===== config.mk =====
export PLATFORM = sky130hd
export DESIGN_NAME = vc_control
export DESIGN_NICKNAME = d
export VERILOG_FILES = /design/src/rtl/vc_control_pkg.sv /design/src/rtl/vc_control_way_select.sv /design/src/rtl/vc_control.sv
export SDC_FILE = /design/constraint.sdc
export NUM_CORES = 1
export LEC_CHECK = 0
export ABC_AREA = 1
export BUFFER_PORTS_ARGS = -buffer_cell sky130_fd_sc_hd__clkbuf_2
export CORE_ASPECT_RATIO = 1.4
export CORE_MARGIN = 10
export CORE_UTILIZATION = 59
export DETAILED_ROUTE_END_ITERATION = 10
export PLACE_DENSITY = 0.84
export SETUP_SLACK_MARGIN = 0.4
export SYNTH_ARGS = -nofsm -noshare
export SYNTH_HDL_FRONTEND = slang
export SYNTH_SLANG_ARGS = --single-unit

===== constraint.sdc =====
create_clock -name clk -period 4.05 [get_ports clk]
set_input_delay 0.2025 -clock clk [delete_from_list [all_inputs] [get_ports clk]]
set_output_delay 0.2025 -clock clk [all_outputs]
set_load 0.01 [all_outputs]

===== src/rtl/vc_control_pkg.sv =====
// Shared types for the victim-cache controller: FSM state encoding and cache geometry.
package vc_control_pkg;
  localparam int VC_WAYS  = 8;
  localparam int VC_IDX_W = $clog2(VC_WAYS);

  typedef enum logic [2:0] {
    IDLE,
    LOOKUP_R,
    HIT_RD,
    MISS_RD,
    LOOKUP_W,
    WB,
    INSERT
  } vc_state_t;
endpackage


===== src/rtl/vc_control_way_select.sv =====
// Combinational way selection for the victim cache: qualified hit, first free way, and the
// target way for an incoming eviction (hit, else lowest free, else LRU). Lowest index wins.
module vc_way_select
  import vc_control_pkg::*;
#(
  parameter int WAYS  = VC_WAYS,
  parameter int IDX_W = $clog2(WAYS)
) (
  input  logic [WAYS-1:0]  way_hit,
  input  logic [WAYS-1:0]  valid,
  input  logic [IDX_W-1:0] lru_way,
  output logic             hit,
  output logic [IDX_W-1:0] hit_idx,
  output logic             free,
  output logic [IDX_W-1:0] free_idx,
  output logic [IDX_W-1:0] target
);

  logic [WAYS-1:0] hit_vec;

  always_comb begin
    hit_vec  = way_hit & valid;
    hit      = |hit_vec;
    free     = ~&valid;
    hit_idx  = '0;
    free_idx = '0;
    // Scan downward so the lowest matching index is the last one written.
    for (int i = WAYS - 1; i >= 0; i--) begin
      if (hit_vec[i]) hit_idx = IDX_W'(i);
      if (!valid[i])  free_idx = IDX_W'(i);
    end
    if (hit)       target = hit_idx;
    else if (free) target = free_idx;
    else           target = lru_way;
  end

endmodule


===== src/rtl/vc_control.sv =====
// Victim-cache controller: serves L2 read misses, absorbs L2 evictions, writes back dirty victims.
// Optional hit/miss statistics counters are built when VC_STATS_EN is defined.
//
// state    | meaning
// IDLE     | wait for an L2 request (eviction has priority over read)
// LOOKUP_R | compare read address against the VC
// HIT_RD   | return VC line to L2 and drop it from the VC
// MISS_RD  | fetch line from pmem on behalf of L2
// LOOKUP_W | choose the target way for an eviction
// WB       | write the dirty victim back to pmem
// INSERT   | load the evicted L2 line into the target way
module vc_control
  import vc_control_pkg::*;
#(
  parameter int WAYS  = VC_WAYS,
  parameter int IDX_W = $clog2(WAYS)
) (
  input  logic             clk,
  input  logic             reset_n,
  input  logic             l2_read,
  input  logic             l2_write,
  input  logic             l2_dirty,
  output logic             l2_resp,
  output logic             l2_rdata_sel,
  input  logic [WAYS-1:0]  way_hit,
  input  logic [IDX_W-1:0] lru_way,
  output logic [IDX_W-1:0] vc_index,
  output logic             load_vc,
  output logic             load_lru,
  output logic             pmem_read,
  output logic             pmem_write,
  input  logic             pmem_resp
`ifdef VC_STATS_EN
  ,
  output logic [15:0]      hit_count,
  output logic [15:0]      miss_count
`endif
);

  vc_state_t        state_q, state_d;
  logic [WAYS-1:0]  valid_q, valid_d;
  logic [WAYS-1:0]  dirty_q, dirty_d;
  logic [IDX_W-1:0] vc_index_q, vc_index_d;
  logic             lkp_hit_q, lkp_hit_d;

  logic             sel_hit;
  logic [IDX_W-1:0] sel_hit_idx;
  logic             sel_free;
  logic [IDX_W-1:0] sel_free_idx;
  logic [IDX_W-1:0] sel_target;

  vc_way_select #(.WAYS(WAYS), .IDX_W(IDX_W)) u_way_select (
    .way_hit  (way_hit),
    .valid    (valid_q),
    .lru_way  (lru_way),
    .hit      (sel_hit),
    .hit_idx  (sel_hit_idx),
    .free     (sel_free),
    .free_idx (sel_free_idx),
    .target   (sel_target)
  );

  always_comb begin
    state_d      = state_q;
    valid_d      = valid_q;
    dirty_d      = dirty_q;
    vc_index_d   = vc_index_q;
    lkp_hit_d    = lkp_hit_q;
    l2_resp      = 1'b0;
    l2_rdata_sel = 1'b0;
    load_vc      = 1'b0;
    load_lru     = 1'b0;
    pmem_read    = 1'b0;
    pmem_write   = 1'b0;

    unique case (state_q)
      IDLE: begin
        if (l2_write)     state_d = LOOKUP_W;
        else if (l2_read) state_d = LOOKUP_R;
      end
      LOOKUP_R: begin
        if (sel_hit) begin
          vc_index_d = sel_hit_idx;
          state_d    = HIT_RD;
        end else begin
          state_d = MISS_RD;
        end
      end
      HIT_RD: begin
        // Exclusive swap: L2 takes ownership, so the way is freed.
        l2_resp              = 1'b1;
        valid_d[vc_index_q]  = 1'b0;
        dirty_d[vc_index_q]  = 1'b0;
        state_d              = IDLE;
      end
      MISS_RD: begin
        if (pmem_resp) begin
          l2_resp      = 1'b1;
          l2_rdata_sel = 1'b1;
          state_d      = IDLE;
        end else begin
          pmem_read = 1'b1;
        end
      end
      LOOKUP_W: begin
        vc_index_d = sel_target;
        lkp_hit_d  = sel_hit;
        // Target is only a valid non-hit way when the VC is full (LRU victim).
        if (!sel_hit && !sel_free && dirty_q[sel_target]) state_d = WB;
        else                                                state_d = INSERT;
      end
      WB: begin
        if (pmem_resp) state_d = INSERT;
        else           pmem_write = 1'b1;
      end
      INSERT: begin
        load_vc             = 1'b1;
        load_lru            = 1'b1;
        l2_resp             = 1'b1;
        valid_d[vc_index_q] = 1'b1;
        dirty_d[vc_index_q] = l2_dirty | (lkp_hit_q & dirty_q[vc_index_q]);
        state_d             = IDLE;
      end
      default: state_d = IDLE;
    endcase
  end

  assign vc_index = vc_index_q;

  always_ff @(posedge clk or negedge reset_n) begin
    if (!reset_n) begin
      state_q    <= IDLE;
      valid_q    <= '0;
      dirty_q    <= '0;
      vc_index_q <= '0;
      lkp_hit_q  <= 1'b0;
    end else begin
      state_q    <= state_d;
      valid_q    <= valid_d;
      dirty_q    <= dirty_d;
      vc_index_q <= vc_index_d;
      lkp_hit_q  <= lkp_hit_d;
    end
  end

`ifdef VC_STATS_EN
  logic [15:0] hit_count_q, hit_count_d;
  logic [15:0] miss_count_q, miss_count_d;

  always_comb begin
    hit_count_d  = hit_count_q;
    miss_count_d = miss_count_q;
    if (state_q == LOOKUP_R) begin
      if (sel_hit) begin
        if (hit_count_q != 16'hFFFF) hit_count_d = hit_count_q + 16'd1;
      end else begin
        if (miss_count_q != 16'hFFFF) miss_count_d = miss_count_q + 16'd1;
      end
    end
  end

  always_ff @(posedge clk or negedge reset_n) begin
    if (!reset_n) begin
      hit_count_q  <= '0;
      miss_count_q <= '0;
    end else begin
      hit_count_q  <= hit_count_d;
      miss_count_q <= miss_count_d;
    end
  end

  assign hit_count  = hit_count_q;
  assign miss_count = miss_count_q;
`endif

  a_single_hit: assert property (@(posedge clk) disable iff (!reset_n)
    (state_q inside {LOOKUP_R, LOOKUP_W}) |-> $onehot0(way_hit & valid_q));

  a_free_target: assert property (@(posedge clk) disable iff (!reset_n)
    (state_q == LOOKUP_W && !sel_hit && sel_free) |-> (sel_target == sel_free_idx));

endmodule

==> flow_summary_export.csv <==
group,metric,value,unit
finish,diodes,0,
power,vdd_drop_max,0.474,mV
setup_path,cp_top_family,"simple AND/OR/NAND/NOR gates",
global_routing,antenna_found_initial,0,
sta,final_max_slew_viol_count,0,
setup_path,slowest_delay,0.43,ns
setup_path,path_max_fanout,5,
cts,worstSkewPairLatency,0.34,ns
finish,layout-drive-gt1-share,0.216,
global_routing,grt_use_met1,0.174,
setup_path,endpoint_kind,"register",
floorplan,coreArea,2390,µm²
sta,fin_crit,1.84,ns
sta,fin_crit_sh,0.454,
logic_synthesis,synth-seq-cells,23,
logic_synthesis,synth.cell_area,1480,µm²
setup_path,crit_type,"register to register",
routing,wl_per_cell,13.8,µm
setup_path,regToRegSetupSlack,2.21,ns
cts,clockBufferDepth,2,
sta,worst_pin_slew,0.559,ns
logic_synthesis,synth_cell_types,26,
global_routing,grtUsageMet3,0.0323,
logic_synthesis,synthFlopType,"dfrtp_1",
logic_synthesis,yosysWarnings,0,
place,port_buffers,25,
cts,cts_tree,"yes",
cts,cts-buffers-inserted,3,
routing,vias_per_cell,5.44,
setup_path,cp.required,4.28,ns
worst_hold_path,worstHoldPathType,"input port to register",
logic_synthesis,syn_nets,225,
logic_synthesis,postSynthAreaPerCell,7.11,µm²
job,cap_violations,0,
worst_hold_path,min_from,"l2_write",
setup_path,cp_common_cell,"nand2_1",
finish,utilization,0.701,
floorplan,dieArea,4940,µm²
logic_synthesis,synth-seq-area-share,0.389,
routing,detail-route-antenna-nets,0,
setup_path,startpoint_type,"register",
logic_synthesis,synthCells,208,
sta,finalWorstSetupSlack,2.21,ns
global_routing,grt.total_usage,0.157,
floorplan,die_h,79.2,µm
sta,finClkSkew,0.0146,ns
setup_path,cp_slowest_cell,"dfrtp_1",
floorplan,pin_count,26,
setup_path,critPathBufInv,2,
floorplan,initial_core_util,0.619,
cts,post_cts_resized,0,
sta,max_slew_margin,0.628,
cts,cts.clk_slew.worst_paths,0.14,ns
sta,finalSetupViolCount,0,
sta,rsz0062_at_grt,"false",
routing,dr.pass1.iters,5,
power,p_per_area,735,nW/µm²
sta,finalSetupTns,0,ns
floorplan,fp.dieW,62.3,µm
routing,routed_wl,3720,µm
place,place_hpwl,3080,µm
setup_path,path_cells,"nand2_1 -> nand2_1 -> nor2_4 -> nand2_4 -> inv_2 -> nand2_1 -> nor3_2 -> nor2_4 -> inv_1 -> nand3_1 -> nand3_1 -> nand2_1 -> nand3_1 -> nand2_1 -> nand2_1 -> nand2_1",
global_routing,top_usage_layer,"met2",
global_routing,grtUsageMet2,0.273,
routing,vias,1469,
finish,seqCellArea,576,µm²
routing,drc,0,
finish,fillers,220,
floorplan,row_count,21,
outcome,status,"completed",
global_routing,grt_pass1_vias,1501,
global_routing,grt_first_pass_wirelength,6470,µm
cts,cts_root_buf,"clkbuf_4",
cts,clkSinkCount,23,
power,power.leakage,0.819,nW
finish,syn2layout_area_growth,13.3,%
place,pre_cts_ws,2.23,ns
place,place.gp.congestion,0.893,
cts,htree_levels,1,
global_routing,grt_max_degree,24,
routing,drt_iter0_drc,70,
sta,fmax,543,MHz
finish,nets,254,
global_routing,overflow,0,
setup_path,cp_data_arrival_time,2.07,ns
sta,hold_viol_final,0,
logic_synthesis,async_flop_share,1.00,
finish,multi_input_area,764,µm²
logic_synthesis,synth_enable_flop_cells,0,
[cell usage in the layout (no fill, tap or decap), drive strengths merged, types with 2 or more instances in the layout]
master	instances
nand2	55
inv	33
clkbuf	28
o21ai	26
dfrtp	23
nor2	20
nand3	15
nor3	12
o22ai	5
a21oi	5
nor4	3
a22oi	2
o31ai	2
a31oi	2
[final timing paths]
| check | end | cells past startpoint |
|---|---|---|
| max in group asynchronous | vc_index[0]$_DFFE_PN0P_ | 2 |
| min | state_q[2]$_DFFE_PN0P_ | 3 |
| max | state_q[0]$_DFFE_PN0P_ | 16 |
| max reg2reg | state_q[0]$_DFFE_PN0P_ | 16 |
| min in group asynchronous | dirty_q[2]$_DFFE_PN0P_ | 2 |
| min reg2reg | lkp_hit_q$_DFFE_PN0P_ | 2 |
[Yosys cell counts, types with 4 or more instances]
cell	count	area, µm²
nand2_1	45	169
inv_1	30	113
o21ai_0	26	130
dfrtp_1	23	576
nor2_1	16	60.1
nand3_1	15	75.1
nor3_1	9	45.0
nand2_2	8	50.1
o22ai_1	5	31.3
a21oi_1	4	20.0
[repair_timing]
item | 4_1_cts | 5_1_grt
hold buffers | 1 | 0
buffers inserted | 0 | 0
hold endpoints to repair | 23 | 0
[final cells by class]
cell class | instances | area share
multi-input cells | 149 | 0.456
flip-flops and latches | 23 | 0.344
repair buffers | 26 | 0.0807
inverters | 34 | 0.0762
well taps | 34 | 0.0254
clock buffers | 3 | 0.0134
clock inverters | 1 | 0.00448
[power by group]
part | internal [mW] | leakage, nW | switching, mW
clock | 0.0380 | 0.0139 | 0.0771
combinational | 0.235 | 0.522 | 0.452
sequential | 0.324 | 0.283 | 0.106
total | 0.596 | 0.819 | 0.635
[metrics by stage]
stage | hold WS [ns] | area [µm²] | power (mW) | instances
after floorplan | -0.0931 | 1480 | 0.938 | 208
after global placement | 0.219 | 1640 | 1.11 | 265
after detailed placement | 0.218 | 1640 | 1.12 | 265
after CTS | 0.136 | 1680 | 1.23 | 270
after global routing | 0.189 | 1680 | 1.35 | 270
final | 0.172 | 1680 | 1.23 | 270
[per-layer routing]
layer	routed length, µm	vias to the layer above
li1	-	747
met3	248	13
met2	1770	52
met5	0	-
met4	169	0
met1	1530	657
[cells by family after synthesis]
group	synth area share
buffers and inverters	0.0939
and+or+nand+nor	0.349
AOI/OAI and AO/OA	0.168
DFF	0.389
[worst register-to-register path, cell delays in order (launching register included)]
cell     delay (ns)
dfrtp_1        0.43
nand2_1        0.08
nand2_1        0.11
nor2_4         0.15
nand2_4        0.09
inv_2          0.08
nand2_1        0.06
nor3_2         0.17
nor2_4         0.07
inv_1          0.08
nand3_1        0.07
nand3_1        0.07
nand2_1        0.06
nand3_1        0.07
nand2_1        0.05
nand2_1        0.05
nand2_1        0.04
Power figures use the tool's default switching activity.
